## src/rtl/mem_arbiter.sv

```systemverilog
// Shares one single-port, 1-cycle-latency RAM between instruction-fetch and data ports.
// MEM has priority; a starvation counter bounds how long a waiting IF request can be held off.
module mem_arbiter #(
    parameter int unsigned ADDR_WIDTH   = 32,
    parameter int unsigned DATA_WIDTH   = 32,
    parameter int unsigned STARVE_LIMIT = 4
) (
    input  logic                    clk,
    input  logic                    rstn_i,

    input  logic                    if_req_i,
    input  logic [ADDR_WIDTH-1:0]   if_addr_i,
    output logic                    if_gnt_o,
    output logic                    if_rvalid_o,
    output logic [DATA_WIDTH-1:0]   if_rdata_o,

    input  logic                    mem_req_i,
    input  logic [DATA_WIDTH/8-1:0] mem_we_i,
    input  logic [ADDR_WIDTH-1:0]   mem_addr_i,
    input  logic [DATA_WIDTH-1:0]   mem_wdata_i,
    output logic                    mem_gnt_o,
    output logic                    mem_rvalid_o,
    output logic [DATA_WIDTH-1:0]   mem_rdata_o,

    output logic                    ram_en_o,
    output logic [DATA_WIDTH/8-1:0] ram_we_o,
    output logic [ADDR_WIDTH-1:0]   ram_addr_o,
    output logic [DATA_WIDTH-1:0]   ram_wdata_o,
    input  logic [DATA_WIDTH-1:0]   ram_rdata_i
);

    typedef enum logic {OwnIf, OwnMem} owner_e;

    logic [3:0] starve_cnt_q, starve_cnt_d;
    owner_e     resp_owner_q, resp_owner_d;
    logic       resp_pend_q, resp_pend_d;
    logic       starved;

    assign starved = (starve_cnt_q >= 4'(STARVE_LIMIT));

    // Grants are gated by reset so they drop immediately on asynchronous assertion.
    always_comb begin
        if_gnt_o  = 1'b0;
        mem_gnt_o = 1'b0;
        if (rstn_i) begin
            if (mem_req_i && (!if_req_i || !starved)) begin
                mem_gnt_o = 1'b1;
            end else if (if_req_i) begin
                if_gnt_o = 1'b1;
            end
        end
    end

    always_comb begin
        ram_we_o    = '0;
        ram_addr_o  = '0;
        ram_wdata_o = '0;
        if (mem_gnt_o) begin
            ram_we_o    = mem_we_i;
            ram_addr_o  = mem_addr_i;
            ram_wdata_o = mem_wdata_i;
        end else if (if_gnt_o) begin
            ram_addr_o  = if_addr_i;
        end
    end

    assign ram_en_o = if_gnt_o | mem_gnt_o;

    always_comb begin
        starve_cnt_d = starve_cnt_q;
        if (if_gnt_o || !if_req_i) begin
            starve_cnt_d = 4'd0;
        end else if (mem_gnt_o) begin
            starve_cnt_d = starve_cnt_q + 4'd1;
        end
    end

    always_comb begin
        resp_pend_d  = ram_en_o;
        resp_owner_d = resp_owner_q;
        if (mem_gnt_o) begin
            resp_owner_d = OwnMem;
        end else if (if_gnt_o) begin
            resp_owner_d = OwnIf;
        end
    end

    always_ff @(posedge clk or negedge rstn_i) begin
        if (!rstn_i) begin
            starve_cnt_q <= 4'd0;
            resp_owner_q <= OwnIf;
            resp_pend_q  <= 1'b0;
        end else begin
            starve_cnt_q <= starve_cnt_d;
            resp_owner_q <= resp_owner_d;
            resp_pend_q  <= resp_pend_d;
        end
    end

    always_comb begin
        if_rvalid_o  = resp_pend_q && (resp_owner_q == OwnIf);
        mem_rvalid_o = resp_pend_q && (resp_owner_q == OwnMem);
        if_rdata_o   = if_rvalid_o  ? ram_rdata_i : '0;
        mem_rdata_o  = mem_rvalid_o ? ram_rdata_i : '0;
    end

endmodule

```

## config.mk

```make
export PLATFORM = sky130hd
export DESIGN_NAME = mem_arbiter
export DESIGN_NICKNAME = d
export VERILOG_FILES = /design/src/rtl/mem_arbiter.sv
export SDC_FILE = /design/constraint.sdc
export NUM_CORES = 1
export LEC_CHECK = 0
export BUFFER_PORTS_ARGS = -buffer_cell sky130_fd_sc_hd__buf_2
export CAP_MARGIN = 20
export CORE_AREA = 5 5 102 104
export DETAILED_ROUTE_END_ITERATION = 7
export DIE_AREA = 0 0 107 109
export GPL_ROUTABILITY_DRIVEN = 1
export SETUP_SLACK_MARGIN = 0.1
export SLEW_MARGIN = 40
export SYNTH_ARGS = -nofsm -noshare
export SYNTH_HDL_FRONTEND = slang
export SYNTH_SLANG_ARGS = --single-unit
```

## constraint.sdc

```tcl
create_clock -name clk -period 1.05 [get_ports clk]
set_input_delay 0.105 -clock clk [delete_from_list [all_inputs] [get_ports clk]]
set_output_delay 0.105 -clock clk [all_outputs]
set_load 0.03 [all_outputs]
```

==> key figures, run 1 <==
Flow run
  • MaxCap Viol Count: 0

Power
  • Cell-internal power: between 1.5 and 2 mW
  • Sw Ratio: approximately 44%
  • Leakage: 2.500 nW
  • Psw: 1.401 mW
  • Max VDD drop: just under 400 uV
  • Gate power share: around four fifths
  • Seq pwr share: 7.8%
  • Clk network pwr share: 11.3%
  • Pwr/cell area: 598.9 mW/mm^2

Yosys
  • Synth area leader: and3_1
  • Top cell type's share of synthesized area: 25.77%
  • Seq cells post-synth: 6
  • Syn Area/Cell: roughly 6.4 um^2
  • Post-synth ARST share: between 90% and 100%
  • Synth Flop Type: dfrtp_1
  • Net count of the mapped netlist: roughly 400
  • Area contributors post-synth: and3_1, nand3_1, and2_1, o22ai_1, dfrtp_1
  • Post-synthesis cell count: about 260
  • Number of library cell types mapped by synthesis: 22
  • Number of synthesized flops with an enable pin: 0
  • Synth Warn #: 0
  • Register area share after synthesis: about 9.0%
  • Synthesized area: about 0.0017 mm^2

Worst setup path
  • Startpoint types: flip-flop
  • CP Depth: 5
  • Slowest stage delay, CP: approximately 0.44 ns
  • Most Frequent Cell on Critical Path: buf_6
  • Critical path arrival: around 1.5 ns
  • Worst R2R Path Depth: 5
  • WS Path Type: reg -> out
  • Worst path bufs/invs: 3
  • CP max stage cell: dfrtp_2
  • Req. time, crit path: approximately 0.94 ns
  • Cell chain of the critical path: nor3b_4, buf_6, clkbuf_16, o22ai_4, buf_6
  • Critical path capture point type: output pin
  • Top cell family by delay on the critical path: buffers and inverters
  • Worst-path fanout max: 8

Finish
  • Final-stage net count: between 600 and 700
  • # diodes: 0
  • Core Util, Final: between 50% and 60%
  • Share of cells above drive strength 1: ~85%
  • Area Growth Syn to Fin: 219.3%

Detailed routing
  • DRT Wirelength: about 12000 um
  • Pre-antenna DRT Iters: 4
  • WL per Instance: around 18 um
  • Via count: roughly 3300
  • Antenna viol nets, final: 0
  • Iter 0 DRT Violations: 145
  • DR vias/cell: approximately 5
  • DRC: 0

Place
  • Buffers on Ports: 272
  • HPWL Detailed: ~7900 um
  • RD Place Congestion: 0.8146
  • Pre-CTS setup slack: -0.3035 ns

Clock tree
  • Clock Latency Late Sink: 0.23 ns
  • Clock-pin slew on the worst setup and hold paths: around 0.040 ns
  • Sink Count: 6
  • CTS Buf Count: 3
  • CTS Buffer Depth: 2
  • CTS tree: yes
  • Root Driver: clkbuf_8
  • H-tree depth: 1

STA
  • Unrepaired setup endpoints after global routing: yes
  • Crit share post-route: 148.8%
  • Final setup viols: 139
  • Relative slew slack: between 80% and 90%
  • Slew @ Worst Pin: approximately 0.23 ns
  • Max Freq: approximately 640 MHz
  • Final Slew Violations: 0
  • Final setup margin: -0.5124 ns
  • Hold Vio Cnt, Final: 0
  • Min Tclk post-route: ~1.6 ns
  • Worst Skew: roughly 0.0063 ns

Global route
  • Congestion Overflow GR: 0
  • First-pass GRT wire length: roughly 16000 um
  • Initial antenna violation count: 0
  • Largest net degree at the start of global routing: 38
  • Vias in the first global route: roughly 3100
  • Tot GR Track Use: 16.33%

Floorplan
  • Die Wd: 107 um
  • Starting Density: ~18%
  • Die Y: between 100 and 150 um
  • Rows: 36
  • Boundary pin count: around 270
  • Core box area: 0.009459 mm^2
  • Full die area: about 0.012 mm^2

Outcome
  • Failing checks: setup timing
  • Status: finished, violations left

Min path
  • Hold Crit Class: in -> async
## per-stage QoR
step | instance area [um^2] | TNS [ns] | power (mW) | cells | hold WS [ns]
detailed placement | 3831 | -25.94 | 2.055 | 633 | 0.1260
finish | 5350 | -55.82 | 3.204 | 655 | 0.05803
global placement | 3831 | -23.95 | 2.034 | 633 | 0.1308
floorplan | 2297 | -17.04 | 1.433 | 262 | -0.1906
global route | 5350 | -62.78 | 3.364 | 655 | 0.07619
CTS | 4669 | -57.53 | 2.814 | 645 | 0.05689
## state kept, by name, indices dropped and copies added, names as in the netlist
signal / cells
resp_pend_q: 1
resp_owner_q: 1
starve_cnt_q: 4
## cells in the mapped netlist, types with 2 or more instances
master	count
and3_1	69
nand3_1	64
and2_1	35
o22ai_1	32
clkbuf_1	17
buf_4	8
buf_2	6
dfrtp_1	6
clkbuf_2	4
a22o_1	3
buf_6	3
nand2_1	3
nor2_1	2
o21a_1	2
## layer usage
metal / track usage, % / share of wire [%]
met1: 17.21 / 36
met2: 32.24 / 55
met3: 4.144 / 7.4
met4: 3.927 / 2.0
met5: 0 / 0
## layout make-up
cell class,instances,area [um^2]
timing repair buffer,314,2893
multi-input combinational,218,2121
sequential,6,152.6
tap,114,142.6
fill,776,4109
clock buffer,3,41.29
## cells by family (layout without fill, tap and decap cells)
| kind of cell | Yosys count | in the layout | share of synthesized area, % |
|---|---|---|---|
| buffers and inverters | 38 | 317 | 12.40 |
| adders and majority gates | 1 | 1 | 0.7467 |
| and+or+nand+nor | 178 | 178 | 61.99 |
| DFF | 6 | 6 | 8.962 |
| AOI/OAI and AO/OA | 39 | 39 | 15.91 |
## worst register-to-register path, cell delays in order, from the launching register on
cell	delay, ns
dfrtp_2	0.44
nor3b_4	0.22
buf_6	0.16
clkbuf_16	0.19
buf_6	0.10
a22o_1	0.12
## layout by cell type (no fill, tap or decap)
| master | instances |
|---|---|
| a22o_1 | 3 |
| and2_1 | 2 |
| and2_4 | 33 |
| and2b_4 | 1 |
| and3_1 | 1 |
| and3_4 | 68 |
| buf_12 | 15 |
| buf_16 | 1 |
| buf_2 | 134 |
| buf_4 | 12 |
| buf_6 | 142 |
| buf_8 | 3 |
| clkbuf_16 | 6 |
| clkbuf_8 | 3 |
| dfrtp_1 | 4 |
| dfrtp_2 | 2 |
| dlygate4sd3_1 | 1 |
| ha_1 | 1 |
| nand2_1 | 3 |
| nand3_1 | 64 |
| nand3b_1 | 1 |
| nor2_1 | 1 |
| nor2_4 | 1 |
| nor2b_1 | 1 |
| nor3b_4 | 1 |
| nor4b_4 | 1 |
| o21a_2 | 1 |
| o21a_4 | 1 |
| o21ai_4 | 1 |
| o22ai_2 | 15 |
| o22ai_4 | 17 |
| o41ai_4 | 1 |
## path summary, 6_finish.rpt
kind | endpoint | start | slack (ns)
max in group asynchronous | starve_cnt_q[0]$_DFFE_PN0P_ | rstn_i | 0.36
worst max-delay path | ram_addr_o[11] | starve_cnt_q[2]$_DFFE_PN0P_ | -0.51
worst min register to register | starve_cnt_q[1]$_DFFE_PN0P_ | starve_cnt_q[1]$_DFFE_PN0P_ | 0.62
min in group clk | resp_pend_q$_DFF_PN0_ | rstn_i | 0.38
worst min-delay path | starve_cnt_q[2]$_DFFE_PN0P_ | rstn_i | 0.06
worst max register to register | starve_cnt_q[1]$_DFFE_PN0P_ | starve_cnt_q[2]$_DFFE_PN0P_ | -0.25
## repair_timing
item                                    4_1_cts  5_1_grt
hold endpoints to repair                      3        0
endpoints found under the setup margin      141      141
resized for setup                           208      168
setup buffers                                 5        5
pin swaps                                    11       28
gates cloned                                  3        8
hold buffers                                  1        0
## power groups by stage
stage | sequential (mW) | combinational, mW | clock [mW]
6_report | 0.250 | 2.59 | 0.362
5_1_grt | 0.251 | 2.72 | 0.398
4_1_cts | 0.251 | 2.19 | 0.377
3_5_place_dp | 0.250 | 1.80 | 0
3_3_place_gp | 0.250 | 1.78 | 0
2_1_floorplan | 0.255 | 1.18 | 0
(Power assumes the default switching activity.)
==> run 2, diff against run 1 <==
Settings changed: CELL_PAD_IN_SITES_DETAIL_PLACEMENT from default to 2, CELL_PAD_IN_SITES_GLOBAL_PLACEMENT from default to 2, CORE_AREA 5 5 102 104 to default, CORE_ASPECT_RATIO from default to 1.5, CORE_MARGIN from default to 5, CORE_UTILIZATION from default to 12, DIE_AREA 0 0 107 109 to default, PLACE_DENSITY_LB_ADDON from default to 0.1.
Clock period 1.05 ns to 2 ns, I/O delays scaled along.
==> run 2 against run 1 <==
The flow finishes with violations (hold timing). Via count shrank 6.7%. Sequential cell count is the same. Global-route usage shrank 2.6 points. Routed wire length grew 1.3%. Cell area shrank 39%. Critical endpoint is now ram_wdata_o[15].
==> key figures, run 2 (synthesized netlist as in run 1, its figures left out) <==
STA
  • Final Slew Violations: 0
  • Max Freq: slightly below 600 MHz
  • Relative slew slack: 78.68%
  • Final setup margin: a little under 0.3 ns
  • Hold Vio Cnt, Final: 3
  • Crit share post-route: 85.37%
  • Fin Hold WS: -0.008911 ns
  • Final setup viols: 0
  • Unrepaired setup endpoints after global routing: no
  • Min Tclk post-route: around 1.7 ns
  • Worst Skew: ~0.00057 ns
  • Slew @ Worst Pin: roughly 0.32 ns
  • Setup TNS: 0 ns

Min path
  • Hold Crit Class: in -> async

Clock tree
  • Post-cts sizing count: 0
  • CTS Buffer Depth: 2
  • Root Driver: clkbuf_16
  • Sink Count: 6
  • Clock Latency Late Sink: 0.23 ns
  • H-tree depth: 1
  • Hold buffers post-CTS: 0
  • CTS Buf Count: 3
  • CTS tree: yes
  • Clock-pin slew on the worst setup and hold paths: approximately 0.030 ns

Power
  • Pwr/cell area: 392.3 mW/mm^2
  • Sw Ratio: between 40% and 50%
  • Psw: approximately 0.6 mW
  • Gate power share: between 60 and 70%
  • Max VDD drop: ~280 uV
  • Cell-internal power: a little under 0.7 mW
  • Leakage: 2.114 nW
  • Seq pwr share: approximately a tenth
  • Clk network pwr share: between 20 and 30%

Worst setup path
  • Worst Setup SP: starve_cnt_q[2]$_DFFE_PN0P_
  • Worst path bufs/invs: 2
  • Cell chain of the critical path: o21ai_4, buf_12, and3_1, buf_2
  • Critical path capture point type: output pin
  • Slowest stage delay, CP: around 0.47 ns
  • Top cell family by delay on the critical path: flip-flops
  • CP max stage cell: dfrtp_1
  • Startpoint types: flip-flop
  • Worst-path fanout max: 29
  • R2R Path Start: starve_cnt_q[3]$_DFFE_PN0P_
  • Critical path arrival: around 1.5 ns
  • WS Path Type: reg -> out
  • Req. time, crit path: around 1.8 ns

Floorplan
  • Starting Density: around 12%
  • Die Wd: between 100 and 150 um
  • Full die area: 0.01647 mm^2
  • Boundary pin count: between 200 and 300
  • Die Y: 154.7 um
  • Core box area: 0.01386 mm^2
  • Rows: 53

Global route
  • Initial antenna violation count: 1
  • Tot GR Track Use: a little over an eighth
  • First-pass GRT wire length: roughly 18000 um
  • Vias in the first global route: 3275
  • Congestion Overflow GR: 0
  • Largest net degree at the start of global routing: 77

Detailed routing
  • WL met3: approximately 1200 um
  • Iter 0 DRT Violations: 75
  • Via count: 3072
  • DRC: 0
  • DR vias/cell: ~4.5
  • DRT Wirelength: about 12000 um
  • Max layer used: met4
  • Pre-antenna DRT Iters: 4
  • Metal1 wirelength: between 4000 and 5000 um
  • Antenna viol nets, final: 0
  • Routed length on met2: roughly 6300 um
  • WL per Instance: 18.10 um

Outcome
  • Status: finished, violations left
  • Failing checks: hold timing

Finish
  • Commonest non-fill, non-tap cell in the layout: buf_2
  • Area of the multi-input gates: around 0.0013 mm^2
  • Most flops, register: starve_cnt_q
  • Largest register FFs: 4
  • Layout fillers: ~1800
  • Register area: between 150 and 200 um^2
  • Area Growth Syn to Fin: 94.92%
  • Top Registers: starve_cnt_q (4), resp_owner_q (1), resp_pend_q (1)
  • Final-stage net count: 650
  • Final Instance Area: between 0.003 and 0.004 mm^2
  • Most frequent cells in the layout: buf_2, and3_1, nand3_1, and2_1, o22ai_1
  • Share of cells above drive strength 1: a little under three fifths

Place
  • Pre-CTS setup slack: 0.3971 ns
  • Area after DPL: 0.003173 mm^2
  • RD Place Congestion: between 0.7 and 0.8
  • Buffers on Ports: around 270
  • HPWL Detailed: 9924 um

Flow run
  • MaxCap Viol Count: 0
-- run 2: cell count changes in the layout (fill, tap and decap cells not counted), sizes merged --
cell         delta
clkbuf          -6
dlygate4sd3     -1
diode           +1
buf            -23
-- run 2: layout make-up --
class,instances,share of cell area (%)
clock buffers,3,2.299
multi-input cells,218,40.34
diodes,1,0.07663
repair buffers,284,46.36
well taps,165,6.322
flip-flops and latches,6,4.598
-- run 2: final timing paths --
path	depth (start not counted)	slack (ns)	end
max	4	0.29	ram_wdata_o[15]
min	2	-0.009	starve_cnt_q[3]$_DFFE_PN0P_
max reg2reg	3	0.83	starve_cnt_q[1]$_DFFE_PN0P_
min reg2reg	1	0.51	starve_cnt_q[1]$_DFFE_PN0P_
max in group asynchronous	2	1.76	resp_owner_q$_DFFE_PN0P_
min in group clk	3	0.35	starve_cnt_q[2]$_DFFE_PN0P_
-- run 2: through the flow --
stage / power, mW / instances / utilization [%]
after global placement: 0.9672 / 671 / 22.89
after floorplan: 0.6347 / 262 / -
after global routing: 1.364 / 677 / 23.56
final: 1.281 / 677 / 23.56
after detailed placement: 0.9789 / 671 / 22.89
after CTS: 1.306 / 674 / 23.44
-- run 2: power by group through the flow --
stage | logic (mW) | registers (mW) | clock network (mW)
2_1_floorplan | 0.501 | 0.134 | 0
3_3_place_gp | 0.835 | 0.132 | 0
3_5_place_dp | 0.847 | 0.132 | 0
4_1_cts | 0.848 | 0.130 | 0.327
5_1_grt | 0.896 | 0.131 | 0.338
6_report | 0.828 | 0.130 | 0.323
-- run 2: what timing repair did --
action | CTS | global route
setup endpoints to repair | 0 | 8
hold endpoints to repair | 0 | 0
buffers inserted | 0 | 2
-- run 2: per-layer routing --
metal / up-vias / GRT usage, %
met5: - / 0
met4: 0 / 3.047
met3: 10 / 4.676
met2: 178 / 25.66
met1: 1420 / 14.67
li1: 1464 / -
==> run 3, diff against run 2 <==
--- a/config.mk
+++ b/config.mk
@@ -6,12 +6,11 @@
 export NUM_CORES = 1
 export LEC_CHECK = 0
-export BUFFER_PORTS_ARGS = -buffer_cell sky130_fd_sc_hd__buf_2
 export CAP_MARGIN = 20
 export CELL_PAD_IN_SITES_DETAIL_PLACEMENT = 2
 export CELL_PAD_IN_SITES_GLOBAL_PLACEMENT = 2
-export CORE_ASPECT_RATIO = 1.5
-export CORE_MARGIN = 5
-export CORE_UTILIZATION = 12
+export CORE_AREA = 5 5 103 105
 export DETAILED_ROUTE_END_ITERATION = 7
+export DIE_AREA = 0 0 108 110
+export DONT_BUFFER_PORTS = 1
 export GPL_ROUTABILITY_DRIVEN = 1
 export PLACE_DENSITY_LB_ADDON = 0.1
==> constraint.sdc (replaced) <==
create_clock -name clk -period 2 [get_ports clk]
set_input_delay 0.1 -clock clk [delete_from_list [all_inputs] [get_ports clk]]
set_output_delay 0.1 -clock clk [all_outputs]
set_load 0.03 [all_outputs]
==> run 3 against run 2 <==
Sequential cell count is the same. The flow now finishes without violations. Largest cell class is now multi-input combinational cells. Sequential share of layout area grew 2.1 points. Non-clock buffer count shrank 211. Critical endpoint is now ram_wdata_o[8].
==> key figures, run 3 (synthesized netlist as in run 1, its figures left out) <==
Outcome
  • Status: completed

Worst setup path
  • Req. time, crit path: between 1.5 and 2 ns
  • WS Path Type: reg -> out
  • Worst-path fanout max: 18
  • CP max stage cell: o21ai_2
  • Cell chain of the critical path: o21ai_2, and3_1
  • Startpoint types: flip-flop
  • Slowest stage delay, CP: 0.54 ns
  • Critical path arrival: about 1.7 ns
  • Critical path capture point type: output pin

STA
  • Min Tclk post-route: 1.794 ns
  • Relative slew slack: about three fifths
  • Slew @ Worst Pin: approximately 0.57 ns
  • Hold Vio Cnt, Final: 0
  • Unrepaired setup endpoints after global routing: no
  • Max Freq: between 500 and 600 MHz
  • Worst Skew: ~0.00045 ns
  • Final Slew Violations: 0
  • Fin Hold WS: approximately 0.034 ns
  • Setup TNS: 0 ns
  • Crit share post-route: between 80 and 90%
  • Final setup viols: 0

Finish
  • Share of cells above drive strength 1: roughly a quarter
  • Most flops, register: starve_cnt_q
  • Most frequent cells in the layout: buf_4, and3_1, nand3_1, and2_1, o22ai_1
  • Commonest non-fill, non-tap cell in the layout: buf_4
  • # diodes: 0
  • Largest register FFs: 4
  • Final-stage net count: between 400 and 500
  • Layout fillers: between 1000 and 1500
  • Final Instance Area: between 0.002 and 0.0025 mm^2
  • Top Registers: starve_cnt_q (4), resp_owner_q (1), resp_pend_q (1)
  • Area Growth Syn to Fin: 33.46%

Floorplan
  • Rows: 36
  • Full die area: 0.01188 mm^2
  • Die Y: 110 um
  • Core box area: approximately 0.0095 mm^2
  • Starting Density: 17.54%
  • Boundary pin count: between 200 and 300
  • Die Wd: between 100 and 150 um

Clock tree
  • Clock-pin slew on the worst setup and hold paths: about 0.040 ns
  • CTS Buffer Depth: 2
  • Post-cts sizing count: 0
  • Root Driver: clkbuf_8
  • Post-CTS Repair Setup Buffers: 0
  • H-tree depth: 1
  • CTS Buf Count: 3
  • Clock Latency Late Sink: about 0.22 ns
  • CTS tree: yes
  • Sink Count: 6

Flow run
  • MaxCap Viol Count: 0

Detailed routing
  • DRC: 0
  • Via count: roughly 2300
  • WL per Instance: around 22 um
  • DR vias/cell: ~5.2
  • Antenna viol nets, final: 0
  • DRT Wirelength: about 9300 um
  • Iter 0 DRT Violations: approximately 110
  • Pre-antenna DRT Iters: 4

Power
  • Max VDD drop: between 150 and 200 uV
  • Pwr/cell area: 413.5 mW/mm^2
  • Leakage: roughly 1.2 nW

Place
  • HPWL Detailed: about 7000 um
  • Buffers on Ports: 0
  • Area after DPL: 0.002175 mm^2
  • RD Place Congestion: 0.6519

Global route
  • Largest net degree at the start of global routing: between 70 and 80
  • Tot GR Track Use: a little over an eighth
  • Initial antenna violation count: 0
  • Congestion Overflow GR: 0
  • Vias in the first global route: 2316
  • First-pass GRT wire length: 12760 um

Min path
  • Hold Crit Class: in -> reg
run 3: report_power, final:
part,leakage [nW],internal [mW],switching (mW)
Combinational,1.06,0.184,0.432
Sequential,0.0788,0.127,0.00275
Clock,0.0216,0.129,0.0498
run 3: layout make-up:
cell class	instances	area [um^2]	share of cell area (%)
Sequential cell	6	150.1	6.715
Multi-Input combinational cell	219	1328	59.37
Clock buffer	3	41.29	1.847
Tap cell	133	166.4	7.443
Timing Repair Buffer	73	550.5	24.62
run 3: final timing paths:
kind | from | slack [ns] | cells past startpoint | endpoint
worst min-delay path | if_req_i | 0.03 | 2 | starve_cnt_q[2]$_DFFE_PN0P_
max in group asynchronous | rstn_i | 1.53 | 1 | starve_cnt_q[1]$_DFFE_PN0P_
worst min register to register | starve_cnt_q[1]$_DFFE_PN0P_ | 0.51 | 1 | starve_cnt_q[1]$_DFFE_PN0P_
worst max-delay path | starve_cnt_q[2]$_DFFE_PN0P_ | 0.21 | 2 | ram_wdata_o[8]
worst max register to register | starve_cnt_q[2]$_DFFE_PN0P_ | 0.66 | 2 | resp_owner_q$_DFFE_PN0P_
min in group asynchronous | rstn_i | 0.22 | 1 | starve_cnt_q[3]$_DFFE_PN0P_
run 3: metrics by stage:
step,cells,total power [mW],setup slack [ns],util [%]
2_1_floorplan,262,0.6347,0.5283,-
3_3_place_gp,429,0.7489,0.4773,22.77
3_5_place_dp,429,0.7515,0.4139,22.77
4_1_cts,433,0.9405,0.1727,23.31
5_1_grt,434,0.9749,0.1073,23.41
6_report,434,0.9245,0.2064,23.41
run 3: timing repair:
item                                    4_1_cts  5_1_grt
endpoints found under the setup margin        0       36
hold buffers                                  1        0
hold endpoints to repair                      6        0
run 3: worst max-delay path, delay by kind of cell (launching register included):
family             cells  cell delay, ns
DFF                    1            0.49
and+or+nand+nor        1            0.44
AOI/OAI and AO/OA      1            0.54
run 3: per-layer routing:
layer  share of wire (%)  track usage, %  vias up
met1                  36           14.06     1046
li1                    -               -     1044
met2                  50           24.33      156
met5                   0               0        -
met4                0.41           1.803        0
met3                  14           5.475        4
